## config.mk

```make
export PLATFORM = sky130hd
export DESIGN_NAME = pe_dot_accumulator
export DESIGN_NICKNAME = d
export VERILOG_FILES = /design/src/rtl/pe_dot_accumulator.sv
export SDC_FILE = /design/constraint.sdc
export NUM_CORES = 1
export LEC_CHECK = 0
export BUFFER_PORTS_ARGS = -buffer_cell sky130_fd_sc_hd__buf_2
export CORE_UTILIZATION = 39
export DETAILED_ROUTE_END_ITERATION = 8
export GPL_TIMING_DRIVEN = 1
export PLACE_DENSITY = 0.58
export SLEW_MARGIN = 40
export SYNTH_ARGS = -nofsm -noshare
export SYNTH_HDL_FRONTEND = slang
export SYNTH_SLANG_ARGS = --single-unit
```

## constraint.sdc

```tcl
create_clock -name clk -period 6.05 [get_ports clk]
set_input_delay 1.5125 -clock clk [delete_from_list [all_inputs] [get_ports clk]]
set_output_delay 1.5125 -clock clk [all_outputs]
set_load 0.1 [all_outputs]
```

## src/rtl/pe_dot_accumulator.sv

```systemverilog
// pe_dot_accumulator: sums a stream of signed products, then requantizes the sum and returns it over valid/ready
// Ports:
//   clk, rst_n          rising-edge clock, asynchronous active-low reset
//   start, len, shift   begin a dot product of len beats with a requant right shift (sampled in IDLE only)
//   in_valid/in_ready   product beat handshake; in_data is a signed PROD_WIDTH product
//   out_valid/out_ready result handshake; out_data is the rounded, saturated result
//   out_acc             raw wrapped accumulator value of the finished dot product
//   busy                high while accumulating or holding a result
module pe_dot_accumulator #(
  parameter int PROD_WIDTH  = 16,
  parameter int ACC_WIDTH   = 32,
  parameter int OUT_WIDTH   = 8,
  parameter int LEN_WIDTH   = 10,
  parameter int SHIFT_WIDTH = 5
) (
  input  logic                        clk,
  input  logic                        rst_n,
  input  logic                        start,
  input  logic [LEN_WIDTH-1:0]        len,
  input  logic [SHIFT_WIDTH-1:0]      shift,
  input  logic                        in_valid,
  output logic                        in_ready,
  input  logic signed [PROD_WIDTH-1:0] in_data,
  output logic                        out_valid,
  input  logic                        out_ready,
  output logic signed [OUT_WIDTH-1:0] out_data,
  output logic signed [ACC_WIDTH-1:0] out_acc,
  output logic                        busy
);
  typedef enum logic [1:0] {IDLE, ACCUM, HOLD} state_t;
  localparam logic signed [OUT_WIDTH-1:0] OUT_MAX = {1'b0, {(OUT_WIDTH-1){1'b1}}};
  localparam logic signed [OUT_WIDTH-1:0] OUT_MIN = {1'b1, {(OUT_WIDTH-1){1'b0}}};
  localparam logic signed [ACC_WIDTH:0]   W_MAX   = (ACC_WIDTH+1)'(OUT_MAX);
  localparam logic signed [ACC_WIDTH:0]   W_MIN   = (ACC_WIDTH+1)'(OUT_MIN);
  state_t                       r_state, w_next;
  logic signed [ACC_WIDTH-1:0]  r_acc, r_out_acc, w_acc_sum;
  logic signed [OUT_WIDTH-1:0]  r_out_data, w_sat;
  logic [LEN_WIDTH-1:0]         r_cnt, r_len;
  logic [SHIFT_WIDTH-1:0]       r_shift;
  logic                         w_start, w_beat, w_last;
  logic signed [ACC_WIDTH:0]    w_round, w_wide, w_shr;
  assign w_start   = (r_state == IDLE) && start;
  assign w_beat    = (r_state == ACCUM) && in_valid;
  assign w_last    = w_beat && (r_cnt == r_len - 1'b1);
  assign w_acc_sum = r_acc + ACC_WIDTH'(in_data);
  // Rounding add is one bit wider than the accumulator so the half-LSB bias can never wrap
  assign w_round   = (r_shift == '0) ? '0 : (ACC_WIDTH+1)'(1) << (r_shift - 1'b1);
  assign w_wide    = {w_acc_sum[ACC_WIDTH-1], w_acc_sum} + w_round;
  assign w_shr     = w_wide >>> r_shift;
  assign w_sat     = (w_shr > W_MAX) ? OUT_MAX : (w_shr < W_MIN) ? OUT_MIN : w_shr[OUT_WIDTH-1:0];
  always_ff @(posedge clk or negedge rst_n)
    if (!rst_n) r_state <= IDLE;
    else        r_state <= w_next;
  always_comb begin
    w_next    = r_state;
    in_ready  = r_state == ACCUM;
    out_valid = r_state == HOLD;
    busy      = r_state != IDLE;
    if (w_start)                           w_next = (len == '0) ? HOLD : ACCUM;
    else if (w_last)                       w_next = HOLD;
    else if (r_state == HOLD && out_ready) w_next = IDLE;
  end
  always_ff @(posedge clk or negedge rst_n)
    if (!rst_n) begin
      r_acc      <= '0;
      r_cnt      <= '0;
      r_len      <= '0;
      r_shift    <= '0;
      r_out_data <= '0;
      r_out_acc  <= '0;
    end else if (w_start) begin
      r_len      <= len;
      r_shift    <= shift;
      r_acc      <= '0;
      r_cnt      <= '0;
      r_out_data <= '0;
      r_out_acc  <= '0;
    end else if (w_beat) begin
      r_acc <= w_acc_sum;
      r_cnt <= r_cnt + 1'b1;
      if (w_last) begin
        r_out_data <= w_sat;
        r_out_acc  <= w_acc_sum;
      end
    end
  assign out_data = r_out_data;
  assign out_acc  = r_out_acc;
endmodule

```

==> Word level (Yosys, flattened, before mapping) <==
Index checks and enable logic that the tools add are counted.
{ "totals": {"ff_bits": 99, "in_bits": 36, "output_inout_bits": 43, "word_cells": 48} }
{ "classes": {"add_sub_neg": 5, "n_lt_le_gt_ge": 2, "n_eq_ne": 3, "shifts": 2, "mux": 17, "reduce_logical": 12} }
{ "op_table": {"columns": ["op", "n"], "rows": [
  ["two-way mux 32 bit", 5],
  ["two-way mux 8 bit", 5],
  ["adder 33 bit", 1],
  ["greater-than comparator 33 x 8 -> 1 bit (second input constant)", 1],
  ["less-than comparator 33 x 8 -> 1 bit (second input constant)", 1],
  ["two-way mux 33 bit", 1],
  ["left shift 1 x 5 -> 33 bit (first input constant)", 1],
  [">>> shifter 33 x 5 -> 33 bit", 1],
  ["adder 32 x 16 -> 32 bit", 1],
  ["two-way mux 10 bit", 2],
  ["adder 10 x 1 -> 10 bit (second input constant)", 1],
  ["equality test 10 bit", 1],
  ["logical NOT 10 bit", 1],
  ["subtractor 10 x 1 -> 10 bit (second input constant)", 1],
  ["two-way mux 2 bit", 4],
  ["nonzero test 2 bit", 3],
  ["logical NOT 5 bit", 1],
  ["subtractor 5 x 1 -> 5 bit (second input constant)", 1],
  ["logical AND 1 bit", 4],
  ["nonzero test 3 bit", 1],
  ["equality test 2 x 1 -> 1 bit (second input constant)", 1],
  ["equality test 2 bit (second input constant)", 1],
  ["logical NOT 2 bit", 1],
  ["AND reduction 2 bit", 1]
]} }

==> Logic depth before layout (Yosys ltp) <==
{ "depth": {"depth_word": 11, "ltp_mapped": 33, "mapped_depth_nobuf": 31} }

==> Worst setup path before layout <==
Ideal clock, no wire load.
{ "synth_path": {"path_kind": "input -> register", "from": "input in_data[0]", "to": "register r_out_data[0] (netlist: out_data[0])", "setup_ns": 0.136, "arrival_ns": 7.566, "required_time_ns": 5.914, "slack_ns": -1.651, "stages": 32, "path_buffers": 1, "cell_sequence": "ha_1 > fa_1 > a21o_1 > a21oi_1 > o21a_1 > o21bai_1 > a21oi_1 > o211a_1 > nand2_1 > nand2_1 > o21ai_0 > nand2_1 > nand2_1 > a21oi_1 > xnor2_1 > ha_1 > a21oi_2 > o211ai_1 > a221o_1 > a221oi_2 > nor2_1 > nor4_2 > nand2_2 > a211o_1 > and2_1 > mux4_2 > a21oi_1 > a31oi_1 > o41ai_1 > and2_1 > buf_4 > o211ai_1"} }
{ "synth_via": {"elab_chain_len": 9, "word_cells_on_any_way": 10, "cone_classes": "add/sub: 2; order compare: 2; shift: 1; mux: 5"} }
{ "synth_rtl": {"columns": ["item", "line", "text"], "rows": [
  ["from (decl)", "23", "input logic signed [PROD_WIDTH-1:0] in_data,"],
  ["adder 32 x 16 -> 32 bit *", "45", "assign w_acc_sum = r_acc + ACC_WIDTH'(in_data);"],
  ["adder 33 bit *", "48", "assign w_wide = {w_acc_sum[ACC_WIDTH-1], w_acc_sum} + w_round;"],
  [">>> shifter 33 x 5 -> 33 bit *", "49", "assign w_shr = w_wide >>> r_shift;"],
  ["less-than comparator 33 x 8 -> 1 bit", "50", "assign w_sat = (w_shr > W_MAX) ? OUT_MAX : (w_shr < W_MIN) ? OUT_MIN : w_shr[OUT_WIDTH-1:0];"],
  ["two-way mux 8 bit", "50", null],
  ["two-way mux 8 bit *", "50", null],
  ["two-way mux 8 bit *", "81", "if (w_last) begin"],
  ["two-way mux 8 bit *", "78", "end else if (w_beat) begin"],
  ["two-way mux 8 bit *", "71", "end else if (w_start) begin"],
  ["to (signal assigned)", "82", "r_out_data <= w_sat;"],
  ["to (decl)", "37", "logic signed [OUT_WIDTH-1:0] r_out_data, w_sat;"]
]} }
Mark *: on every way between the ends. The rest lies on a longest branch, timed or not. The select of a mux whose other input is x is not followed.
A chain may end at the register's enable or synchronous reset.

==> Worst setup path after layout <==
{ "layout_path": {"from": "input in_data[2]", "to": "register r_out_data[2] (netlist: out_data[2])"} }
Same word-level chain as after synthesis.

==> metrics.cfg <==
[status]
status = complete, but fails checks
violations = negative setup slack

[route]
drtAntennaViolNets = 0
routedWlPerCell_um = 18.3
drc_errors = 0
via_per_inst = 5.64
route.vias.total = 12000
finalWirelength_um = 38900
first_pass_iters = 5
drt_iter0_drc = 748

[synth]
synth_area_per_cell_um2 = 7.62
ys_types = 91
ys_seq_area_share_pct = 24.0
syn_inst = 1352
syn_area_um2 = 10300
syn_nets = 1455
synth_edf_count = 0
yosys_register_bits = 99
ys.flop_type = dfrtp_1
async_flop_share_pct = 100
yosysWarnings = 0

[run]
maxCapViolCount = 0

[final_layout]
syn2layout_area_growth_pct = 46.8
drive_gt1_share_pct = 37.6
fill_cells = 2471
instances_no_fill = 2123
antenna_cells = 0
final_nets = 1886

[placed_design]
dp_cells = 2064
hpwl_um = 29800
port_buffers = 78
routabilityCongestion = 0.955
place_ws_ps = -2040

[timing]
max-slew-margin-rel_pct = 49.6
worst_slack_ps = -1340
rsz0062_at_grt = yes
min_period_over_period_pct = 122
worstMarginPinSlew_ps = 750
max_freq_mhz = 135
clock_skew_ps = 14.9
min_period_ps = 7390
maxSlewViolCount = 0
setup_viol = 7
hold_violations = 0

[worst_setup_path]
cp.required_ps = 6320
critPathCapture = out_data[2]
cp_slowest_cell = or4_4
crit_path_max_incr_delay_ps = 540
cp_max_fo = 7
cp_top_family = compound AO/OA/AOI/OAI gates
arrival_ps = 7660
crit_path_start_kind = primary input
path_buf_inv = 3
r2r_cells = 31
crit_start = in_data[2]
critical_path_class = in2reg
crit_cells = 29
rr_startpoint = r_acc[0]
r2r_slack_ps = -520
cp-end-kind = flop
regToRegEndpoint = out_data[2]

[die]
die-area_um2 = 27100
num_io_pins = 79
fp-row-count = 59
die-width_um = 165
start_util_pct = 39.6
die_height_um = 165
core_um2 = 26000

[worst_hold_path]
min_path_type = reg2reg

[global_route]
grt_pass1_vias = 11500
grt.total_usage_pct = 28.4
grt_max_degree = 72
grt_overflow = 0
grt_first_pass_wirelength_um = 60100
antenna_found_initial = 0

[clocking]
cts_tree = done
cts-root-buf = clkbuf_16
clock_path_buffers = 2
clk_pin_slew_ps = 70
numCtsBuffers = 9
clock_sinks = 99
clk_latency_ps = 370
htree_levels = 3
cts_hold_buf = 0

-- state kept, by name (all words and copies together), names as in the netlist --
register,count
out_acc,32
out_data,8
r_cnt,10
r_len,10
r_shift,5
r_acc,32
r_state,2
-- logic make-up after synthesis --
kind of cell,after synthesis,share of synthesized area [%]
compound gates,412,27.6
xor+xnor,69,5.87
fa+ha+maj,67,8.28
buf+inv,103,3.96
flops,99,24.0
mux,41,5.08
other cells,1,0.0364
simple gates,560,25.1
-- metal layers --
metal | part of all wire [%] | track usage, %
met5 | 0 | 0
met4 | 3.2 | 9.92
met3 | 4.0 | 3.79
met2 | 48 | 48.8
met1 | 44 | 36.3
-- layout by cell type (no fill, tap or decap), drive strengths merged, types with 10 or more instances in the layout --
master,synthesis,final
buf,26,493
nand2,238,238
a21oi,109,109
nor2,103,103
dfrtp,99,99
o21ai,77,77
ha,65,65
nand3,54,54
nor3,52,52
xnor2,48,48
a211oi,35,35
inv,29,32
o211ai,28,28
a21o,27,27
mux2i,26,26
xor2,21,21
a22o,17,17
and3,17,17
and2,17,17
nand2b,15,15
or3,15,15
o21a,14,14
nor4,12,12
a31oi,12,12
o31ai,11,11
nand4,10,10
clkbuf,47,10
-- cell usage after synthesis, types with 5 or more instances --
library cell | number | area, um^2
nand2_1 | 237 | 890
a21oi_1 | 107 | 536
nor2_1 | 102 | 383
dfrtp_1 | 99 | 2480
o21ai_0 | 67 | 335
ha_1 | 65 | 813
nand3_1 | 54 | 270
nor3_1 | 50 | 250
xnor2_1 | 48 | 420
clkbuf_1 | 47 | 176
a211oi_1 | 32 | 240
inv_1 | 28 | 105
a21o_1 | 27 | 203
o211ai_1 | 27 | 203
mux2i_1 | 26 | 260
xor2_1 | 21 | 184
a22o_1 | 17 | 149
and2_1 | 16 | 100
and3_1 | 16 | 100
buf_1 | 16 | 60.1
nand2b_1 | 14 | 87.6
o21a_1 | 14 | 105
or3_1 | 14 | 87.6
a31oi_1 | 12 | 75.1
nor4_1 | 11 | 68.8
o31ai_1 | 11 | 82.6
nand4_1 | 10 | 62.6
buf_2 | 8 | 40.0
mux4_2 | 8 | 180
or4_1 | 8 | 60.1
nor2b_1 | 7 | 43.8
mux2_2 | 6 | 67.6
o2111ai_1 | 6 | 52.6
o21ai_2 | 6 | 52.6
a211o_1 | 5 | 43.8
o21bai_1 | 5 | 37.5
o311ai_0 | 5 | 43.8
-- worst min-delay path by stage --
stage	start	to	slack [ps]	depth (start not counted)
floorplan	r_acc[19]	r_acc[19]	450	2
global placement	out_data[7]	out_data[7]	460	2
detailed placement	out_acc[10]	out_acc[10]	480	2
CTS	out_acc[10]	out_acc[10]	500	2
global route	out_acc[12]	out_acc[12]	520	2
finish	out_acc[10]	out_acc[10]	500	2
-- worst reg2reg max path: cells and delay by family, from the launching register on --
family	cells	cell delay (ps)
AOI/OAI and AO/OA	16	2630
xor gates and xnor gates	1	100
adders and majority gates	3	900
buffers and inverters	1	170
DFF	1	420
muxes	1	300
and+or+nand+nor	9	1950
-- timing repair --
item,in CTS,in global routing
resized for setup,82,88
endpoints found under the setup margin,8,8
hold endpoints to repair,0,0
pin swaps,27,52
setup buffers,20,23
-- metrics by stage --
stage	setup TNS (ps)	cell area, um^2	hold slack, ps	utilization, %
detailed placement	-14680	13700	480	52.6
CTS	-8790	14500	498	55.6
global route	-11010	15100	521	58.2
finish	-9140	15100	495	58.2
floorplan	-8930	10300	454	-
global placement	-13500	13700	465	52.6
-- cell type report --
type                       instances  area (um^2)  share of cell area, %
tap                              335          419                   2.77
timing repair buffer             493         3540                   23.4
clock inverter                     6         56.3                  0.372
clock buffer                      10          229                   1.51
multi-input combinational       1150         8290                   54.8
inverter                          30          113                  0.745
sequential                        99         2480                   16.4
Power is not shown: default switching activity piles up to over one toggle a cycle in this logic, so the estimate is an artifact.
